## config.mk

```make
export PLATFORM = sky130hd
export DESIGN_NAME = fetch_unit
export DESIGN_NICKNAME = d
export VERILOG_FILES = /design/src/rtl/fetch_unit_pkg.sv /design/src/rtl/fetch_unit_queue.sv /design/src/rtl/fetch_unit.sv
export SDC_FILE = /design/constraint.sdc
export NUM_CORES = 1
export LEC_CHECK = 0
export CORE_UTILIZATION = 56
export CTS_CLUSTER_DIAMETER = 120
export DETAILED_ROUTE_END_ITERATION = 10
export PLACE_DENSITY = 0.86
export SKIP_CTS_REPAIR_TIMING = 1
export SLEW_MARGIN = 20
export SYNTH_ARGS = -nofsm -noshare
export SYNTH_HDL_FRONTEND = slang
export SYNTH_HIERARCHICAL = 1
export SYNTH_SLANG_ARGS = --single-unit
```

## constraint.sdc

```tcl
create_clock -name clk -period 8.5 [get_ports clk]
set_clock_uncertainty 0.15 [all_clocks]
set_input_delay 1.7 -clock clk [delete_from_list [all_inputs] [get_ports clk]]
set_output_delay 1.7 -clock clk [all_outputs]
set_load 0.01 [all_outputs]
```

## src/rtl/fetch_unit_pkg.sv

```systemverilog
// Shared types and constants for the instruction-fetch front end.
//   basic_data_t  : XLEN-wide data/address word.
//   branch_pred_t : prediction carried alongside a fetched instruction
//                   (same layout as decode's branchPredict field).
//   fetch_entry_t : one fetch-queue slot {pc, instr, done, pred}.
package fetch_unit_pkg;

    localparam int XLEN       = 32;
    localparam int INSN_BYTES = 4;

    typedef logic [XLEN-1:0] basic_data_t;

    typedef struct packed {
        logic        taken;
        basic_data_t target;
    } branch_pred_t;

    typedef struct packed {
        basic_data_t  pc;
        logic [31:0]  instr;
        logic         done;
        branch_pred_t pred;
    } fetch_entry_t;

    // Instruction word presented to decode whenever no instruction is ready.
    localparam logic [31:0] NOP_BUBBLE = '0;

endpackage

```

## src/rtl/fetch_unit_queue.sv

```systemverilog
// In-order circular buffer of fetch entries.
//   alloc / alloc_entry       : append an entry at the tail.
//   complete / complete_instr : fill the oldest not-yet-returned entry.
//   pop                       : retire the head entry.
//   clear                     : drop every entry (redirect).
//   head_entry / head_alloc   : head slot contents and whether it is allocated.
//   count / undone            : allocated entries / entries still awaiting data.
module fetch_unit_queue
    import fetch_unit_pkg::*;
#(
    parameter int DEPTH = 2,
    localparam int CW   = $clog2(DEPTH) + 1
) (
    input  logic          clk,
    input  logic          rst,
    input  logic          alloc,
    input  fetch_entry_t  alloc_entry,
    input  logic          complete,
    input  logic [31:0]   complete_instr,
    input  logic          pop,
    input  logic          clear,
    output fetch_entry_t  head_entry,
    output logic          head_alloc,
    output logic [CW-1:0] count,
    output logic [CW-1:0] undone
);

    localparam int PW = $clog2(DEPTH);

    fetch_entry_t  mem [DEPTH];
    logic [PW-1:0] head;
    logic [PW-1:0] tail;
    logic [PW-1:0] cpl;    // oldest entry still waiting for its response

    // Pointers wrap naturally because DEPTH is a power of two.
    always_ff @(posedge clk or posedge rst) begin
        if (rst) begin
            // NOTE: sequential state always uses non-blocking assignment so every
            // register samples pre-edge values regardless of statement order.
            head   <= '0;
            tail   <= '0;
            cpl    <= '0;
            count  <= '0;
            undone <= '0;
        end else if (clear) begin
            head   <= '0;
            tail   <= '0;
            cpl    <= '0;
            count  <= '0;
            undone <= '0;
        end else begin
            if (alloc)    tail <= tail + 1'b1;
            if (pop)      head <= head + 1'b1;
            if (complete) cpl  <= cpl + 1'b1;
            count  <= count  + CW'(alloc) - CW'(pop);
            undone <= undone + CW'(alloc) - CW'(complete);
        end
    end

    // NOTE: the storage array has no reset; every read is qualified by count
    // and the done bit, so stale slot contents are never observable.
    always_ff @(posedge clk) begin
        if (!clear) begin
            if (alloc) mem[tail] <= alloc_entry;
            // Completion never targets the tail slot being allocated: it only
            // fires while at least one older entry is still undone.
            if (complete) begin
                mem[cpl].instr <= complete_instr;
                mem[cpl].done  <= 1'b1;
            end
        end
    end

    assign head_entry = mem[head];
    assign head_alloc = (count != '0);

endmodule

```

## src/rtl/fetch_unit.sv

```systemverilog
// Instruction-fetch producer: owns the PC, issues imem requests, tracks
// in-flight requests and presents returned instructions in order to decode.
//   imemReq*      : request handshake, address is the current pc.
//   imemResp*     : in-order responses, never backpressured.
//   pred*         : same-cycle branch prediction for imemReqAddr.
//   redirect*     : controller flush/redirect, highest priority.
//   decodeStall   : decode holds its pipe register.
//   out*          : head instruction for decode; all zero when not valid.
//   fetchStall    : !outValid, decode inserts a bubble.
module fetch_unit
    import fetch_unit_pkg::*;
#(
    parameter int          QUEUE_DEPTH = 2,
    parameter basic_data_t RESET_PC    = '0
) (
    input  logic            clk,
    input  logic            rst,
    output logic            imemReqValid,
    input  logic            imemReqReady,
    output logic [XLEN-1:0] imemReqAddr,
    input  logic            imemRespValid,
    input  logic [31:0]     imemRespData,
    input  logic            predTaken,
    input  logic [XLEN-1:0] predTarget,
    input  logic            redirectValid,
    input  logic [XLEN-1:0] redirectPc,
    input  logic            decodeStall,
    output logic            outValid,
    output logic [XLEN-1:0] outPc,
    output logic [31:0]     outInstr,
    output logic            outPredTaken,
    output logic [XLEN-1:0] outPredTarget,
    output logic            fetchStall
);

    localparam int CW = $clog2(QUEUE_DEPTH) + 1;

    basic_data_t   pc;
    logic [CW-1:0] squash_cnt;   // responses still owed to flushed requests
    logic [CW-1:0] entries;
    logic [CW-1:0] undone;
    logic [CW:0]   occupancy;
    logic          accept;
    logic          complete;
    logic          pop;
    logic          head_alloc;
    fetch_entry_t  head_entry;
    fetch_entry_t  alloc_entry;
    logic          unused_redirect_lsbs;

    // Squashed requests still hold a response slot, so they count against depth.
    assign occupancy    = {1'b0, entries} + {1'b0, squash_cnt};
    assign imemReqValid = !rst && !redirectValid && (occupancy < (CW+1)'(QUEUE_DEPTH));
    assign imemReqAddr  = pc;
    assign accept       = imemReqValid && imemReqReady;

    assign alloc_entry  = '{pc: pc, instr: '0, done: 1'b0,
                            pred: '{taken: predTaken, target: predTarget}};

    // A response during redirect is always discarded; otherwise squashed ones go first.
    assign complete = imemRespValid && !redirectValid && (squash_cnt == '0);
    assign pop      = outValid && !decodeStall && !redirectValid;

    assign unused_redirect_lsbs = ^redirectPc[1:0];

    always_ff @(posedge clk or posedge rst) begin
        if (rst) begin
            pc         <= RESET_PC;
            squash_cnt <= '0;
        end else if (redirectValid) begin
            pc         <= {redirectPc[XLEN-1:2], 2'b00};
            squash_cnt <= squash_cnt + undone - CW'(imemRespValid);
        end else begin
            if (accept)
                pc <= predTaken ? predTarget : pc + XLEN'(INSN_BYTES);
            if (imemRespValid && squash_cnt != '0)
                squash_cnt <= squash_cnt - 1'b1;
        end
    end

    fetch_unit_queue #(.DEPTH(QUEUE_DEPTH)) u_queue (
        .clk            (clk),
        .rst            (rst),
        .alloc          (accept),
        .alloc_entry    (alloc_entry),
        .complete       (complete),
        .complete_instr (imemRespData),
        .pop            (pop),
        .clear          (redirectValid),
        .head_entry     (head_entry),
        .head_alloc     (head_alloc),
        .count          (entries),
        .undone         (undone)
    );

    always_comb begin
        // NOTE: every output gets a default first so no path can infer a latch.
        outValid      = 1'b0;
        outPc         = '0;
        outInstr      = NOP_BUBBLE;
        outPredTaken  = 1'b0;
        outPredTarget = '0;
        if (head_alloc && head_entry.done) begin
            outValid      = 1'b1;
            outPc         = head_entry.pc;
            outInstr      = head_entry.instr;
            outPredTaken  = head_entry.pred.taken;
            outPredTarget = head_entry.pred.target;
        end
    end

    assign fetchStall = !outValid;

    occupancy_bound: assert property (@(posedge clk) disable iff (rst)
        occupancy <= (CW+1)'(QUEUE_DEPTH));

endmodule

```

## Word level (Yosys, flattened, before mapping)

Memories as Yosys holds them, arrays and structs flattened.
Cells that the tools add are included.

| word-level totals | value |
|---|---|
| bits in writable memories | 196 |
| word-level logic and storage cells | 65 |
| output and inout bits | 132 |
| memories | 1 |
| bits of input ports | 103 |
| bits in registers | 41 |

Memories:

| memory | words | width | read ports | clocked after memory_dff | write ports | line | RTL |
|---|---|---|---|---|---|---|---|
| u_queue.mem | 2 | 98 | 1 | 0 | 2 | fetch_unit_queue.sv:30 | `fetch_entry_t mem [DEPTH];` |

| cells by class | value |
|---|---|
| add/sub/neg operators | 12 |
| order comparisons | 1 |
| mux-type cells | 24 |
| reduce and logical (&&, ||, !) cells | 20 |

Operators with widths:

| cell | count |
|---|---|
| 2-to-1 mux 32 bit | 6 |
| adder 32 x 3 -> 32 bit, second input constant | 1 |
| 2-to-1 mux 1 bit | 14 |
| nonzero test 2 bit | 6 |
| logical AND 1 bit | 9 |
| 2-to-1 mux 2 bit | 4 |
| subtractor 2 x 1 -> 2 bit | 3 |
| adder 2 x 1 -> 2 bit | 2 |
| zero test 1 bit | 4 |
| adder 1 bit, second input constant | 3 |
| adder 2 x 2 -> 3 bit | 1 |
| < comparator 3 x 2 -> 1 bit, second input constant | 1 |
| adder 2 bit | 1 |
| zero test 2 bit | 1 |
| subtractor 2 x 1 -> 2 bit, second input constant | 1 |

## Logic depth before layout (Yosys ltp)

| depth | value |
|---|---|
| depth in word-level cells | 7 |
| mapped depth | 13 |
| depth with buffers taken out | 11 |

## Hierarchy

Netlist, hierarchy kept.

By module, submodules not included:

| module | instances | area each (um^2) | cells each | seq. area each (um^2) |
|---|---|---|---|---|
| fetch_unit_queue | 1 | 8,375.5 | 498 | 6,040.8 |
| fetch_unit | 1 | 3,379.5 | 461 | 850.8 |

## Worst setup path before layout

OpenSTA, ideal clock, no wires.

| timing | value |
|---|---|
| path kind | input to register |
| start | input port rst |
| end | memory u_queue/mem[0][0] (netlist name) (enable) |
| path buffers | 2 |
| arrival | 5.749 ns |
| library setup time | 0.489 ns |
| required time | 7.861 ns |
| slack | 2.112 ns |
| cell stages on the path | 6 |
| cells stage by stage | or4b_1 clkbuf_1 clkbuf_1 nor2_1 nand2b_1 nor2_1 |

RTL lines:

| element | line | RTL |
|---|---|---|
| from (decl) | fetch_unit.sv:17 | `input logic rst,` |
| to (decl) | fetch_unit_queue.sv:30 |  |

==> results.sh <==
export IMPL_htreeDepth=1
export IMPL_clockBufferDepth=3
export IMPL_chipWidth_um=147
export IMPL_yosysWarnings=6
export IMPL_async_flop_share=0.173
export IMPL_seq_power_share=0.438
export IMPL_combPwrFrac=0.222
export IMPL_fin_nets=1302
export IMPL_hold_viol=0
export IMPL_wl_met2_um=15900
export IMPL_wire_per_inst_um=21.8
export IMPL_total_power_mw=3.29
export IMPL_p_per_area_nw_per_um2=216
export IMPL_synth_xor_area_share=0.00671
export IMPL_design_die_area_um2=21600
export IMPL_dr_pass1_iters=6
export IMPL_ys_seq_area_frac=0.586
export IMPL_p_sw_mw=0.933
export IMPL_wl_um=32200
export IMPL_top_layer="met5"
export IMPL_cp_required_ns=6.65
export IMPL_synth_simple_area_share=0.169
export IMPL_grt_pass1_wl_um=49500
export IMPL_netlist_area_um2=11800
export IMPL_synthCells=959
export IMPL_rrSetupSlack_ns=3.88
export IMPL_critical_path_class="reg -> out"
export IMPL_slew_viol_final=0
export IMPL_synth_compound_area_frac=0.0925
export IMPL_place_gp_congestion=0.882
export IMPL_worstMarginPinSlew_ns=1.14
export IMPL_intPower_mw=2.36
export IMPL_max_freq_mhz=186
export IMPL_status="finished clean"
export IMPL_mostFrequentLayoutCells="231 x clkdlybuf4s50_1, 194 x edfxtp_1, 105 x and3_1"
export IMPL_setup_viol=0
export IMPL_vias=9150
export IMPL_rsz0062_at_grt="no"
export IMPL_route_detailed_drc=0
export IMPL_path_max_fanout=72
export IMPL_core_area_um2=20400
export IMPL_ant_nets=0
export IMPL_grt_remaining_overflow=0
export IMPL_clk_latency_ns=0.52
export IMPL_instances_no_fill=1479
export IMPL_met3_length_um=2710
export IMPL_dp_cells=1431
export IMPL_viasPerCell=6.19
export IMPL_yosys_top_cells_area="edfxtp_1 50%, mux2_2 9.4%, dfrtp_1 8.7%"
export IMPL_power_leakage_nw=5.60
export IMPL_crit_path_start_kind="register"
export IMPL_drt_iter0_drc=932
export IMPL_synth_top_family_by_area="simple AND/OR/NAND/NOR gates"
export IMPL_avgSynthCellArea_um2=12.3
export IMPL_synthAdderAreaFrac=0.0102
export IMPL_ir_drop_mv=0.179
export IMPL_cts_sinks=237
export IMPL_dieHeight_um=147
export IMPL_synth_edf_count=194
export IMPL_ys_ff_latch=237
export IMPL_m1WireLength_um=12400
export IMPL_tns_ns=0
export IMPL_hold_path_class="reg -> reg"
export IMPL_synthMuxAreaShare=0.0981
export IMPL_cts_tree="done"
export IMPL_post_dp_hpwl_um=20200
export IMPL_synth_main_ff_cell="edfxtp_1"
export IMPL_end_kind="output pin"
export IMPL_post_route_period_util=0.633
export IMPL_antenna_found_initial=2
export IMPL_grtUsageTotal=0.294
export IMPL_clockRootBuffer="clkbuf_16"
export IMPL_io_pins=235
export IMPL_p_clk_frac=0.339
export IMPL_post_route_util=0.746
export IMPL_grt_pass1_vias=9140
export IMPL_grt_max_degree=73
export IMPL_cts_made_buffers=25
export IMPL_area_growth_syn_to_layout_pct=29.7
export IMPL_min_period_ns=5.38
export IMPL_clk_pin_slew_ns=0.06
export IMPL_power_share_switching=0.283
export IMPL_synth_top_area_cell="edfxtp_1"
export IMPL_drive_above_1_share=0.135
export IMPL_start_util=0.575
export IMPL_final_common_cell="clkdlybuf4s50_1"
export IMPL_worst_ep_arrival_time_ns=3.53
export IMPL_synthDistinctLibCells=59
export IMPL_whs_ns=0.331
export IMPL_rows=52
export IMPL_portBuffers=232
export IMPL_drv_cap=0
export IMPL_synth_top_area_frac=0.496
export IMPL_maxSlewHeadroom=0.236
Yosys cell counts, types with 7 or more instances:
cell,number
dfrtp_1,41
or4_1,8
buf_2,15
edfxtp_1,194
and3_1,105
ha_1,8
nor4_1,13
a21oi_1,15
mux2_2,98
a22oi_1,7
nor3_1,11
a22o_1,12
inv_1,18
o22ai_1,65
o21ai_0,16
nand2b_1,70
nor2_1,22
nand4_1,23
nand3_1,17
o211ai_1,9
nand2_1,49
xnor2_1,7
clkbuf_1,55
through the flow:
stage	setup slack [ns]	area, um2
finish	3.12	15200
global route	2.97	15200
CTS	3.11	15200
detailed placement	2.69	14300
global placement	2.74	14300
floorplan	2.11	11900
per-layer routing:
layer | vias to the layer above | global-route usage
met5 | - | 0
met4 | 2 | 0.106
met3 | 99 | 0.0618
met2 | 496 | 0.500
met1 | 4434 | 0.371
li1 | 4119 | -
kinds of logic after synthesis:
| family | after synthesis |
|---|---|
| other | 1 |
| AND/OR/NAND/NOR | 343 |
| adder cells (fa/ha/maj) | 9 |
| flip-flops | 237 |
| multiplexers | 103 |
| buffers and inverters | 97 |
| XOR/XNOR | 9 |
| AO/OA/AOI/OAI | 160 |
power groups by stage:
| stage | sequential [mW] | clock, mW | combinational [mW] |
|---|---|---|---|
| after floorplan | 1.44 | 0 | 0.392 |
| after global placement | 1.46 | 0 | 0.701 |
| after detailed placement | 1.46 | 0 | 0.717 |
| after CTS | 1.44 | 1.12 | 0.724 |
| after global routing | 1.45 | 1.17 | 0.786 |
| final | 1.44 | 1.12 | 0.732 |
critical path, stage by stage, from the launching register on:
cell and delay, ns:
dfrtp_4 0.88, mux2_2 0.61, buf_4 0.63, and3_1 0.31, clkdlybuf4s50_1 0.55
state kept, by name (all words and copies together), names as in the netlist:
register / flops
imemReqAddr: 32
squash_cnt: 2
u_queue/count: 2
u_queue/cpl: 1
u_queue/head: 1
u_queue/mem: 196
u_queue/tail: 1
u_queue/undone: 2
worst paths after layout:
path,startpoint,endpoint,cells after the start
max,u_queue/head$_DFFE_PP0P_,outPredTarget[20],4
min,u_queue/mem[1][33]$_SDFFE_PP1P_,u_queue/mem[1][33]$_SDFFE_PP1P_,1
max reg2reg,u_queue/count[0]$_DFF_PP0_,u_queue/mem[1][10]$_DFFE_PP_,7
min reg2reg,u_queue/mem[1][33]$_SDFFE_PP1P_,u_queue/mem[1][33]$_SDFFE_PP1P_,1
max in group asynchronous,rst,imemReqAddr[27]$_DFFE_PP0P_,3
min in group asynchronous,rst,squash_cnt[0]$_DFFE_PP0P_,2
layout make-up:
type,instances,area [um2]
sequential,237,6900
clock buffer,32,672
tap,270,338
inverter,18,67.6
timing repair buffer,250,2490
antenna,1,2.50
clock inverter,13,163
fill,1330,5190
multi-input combinational,658,4610
No activity file was read; power rests on OpenSTA's default activity.
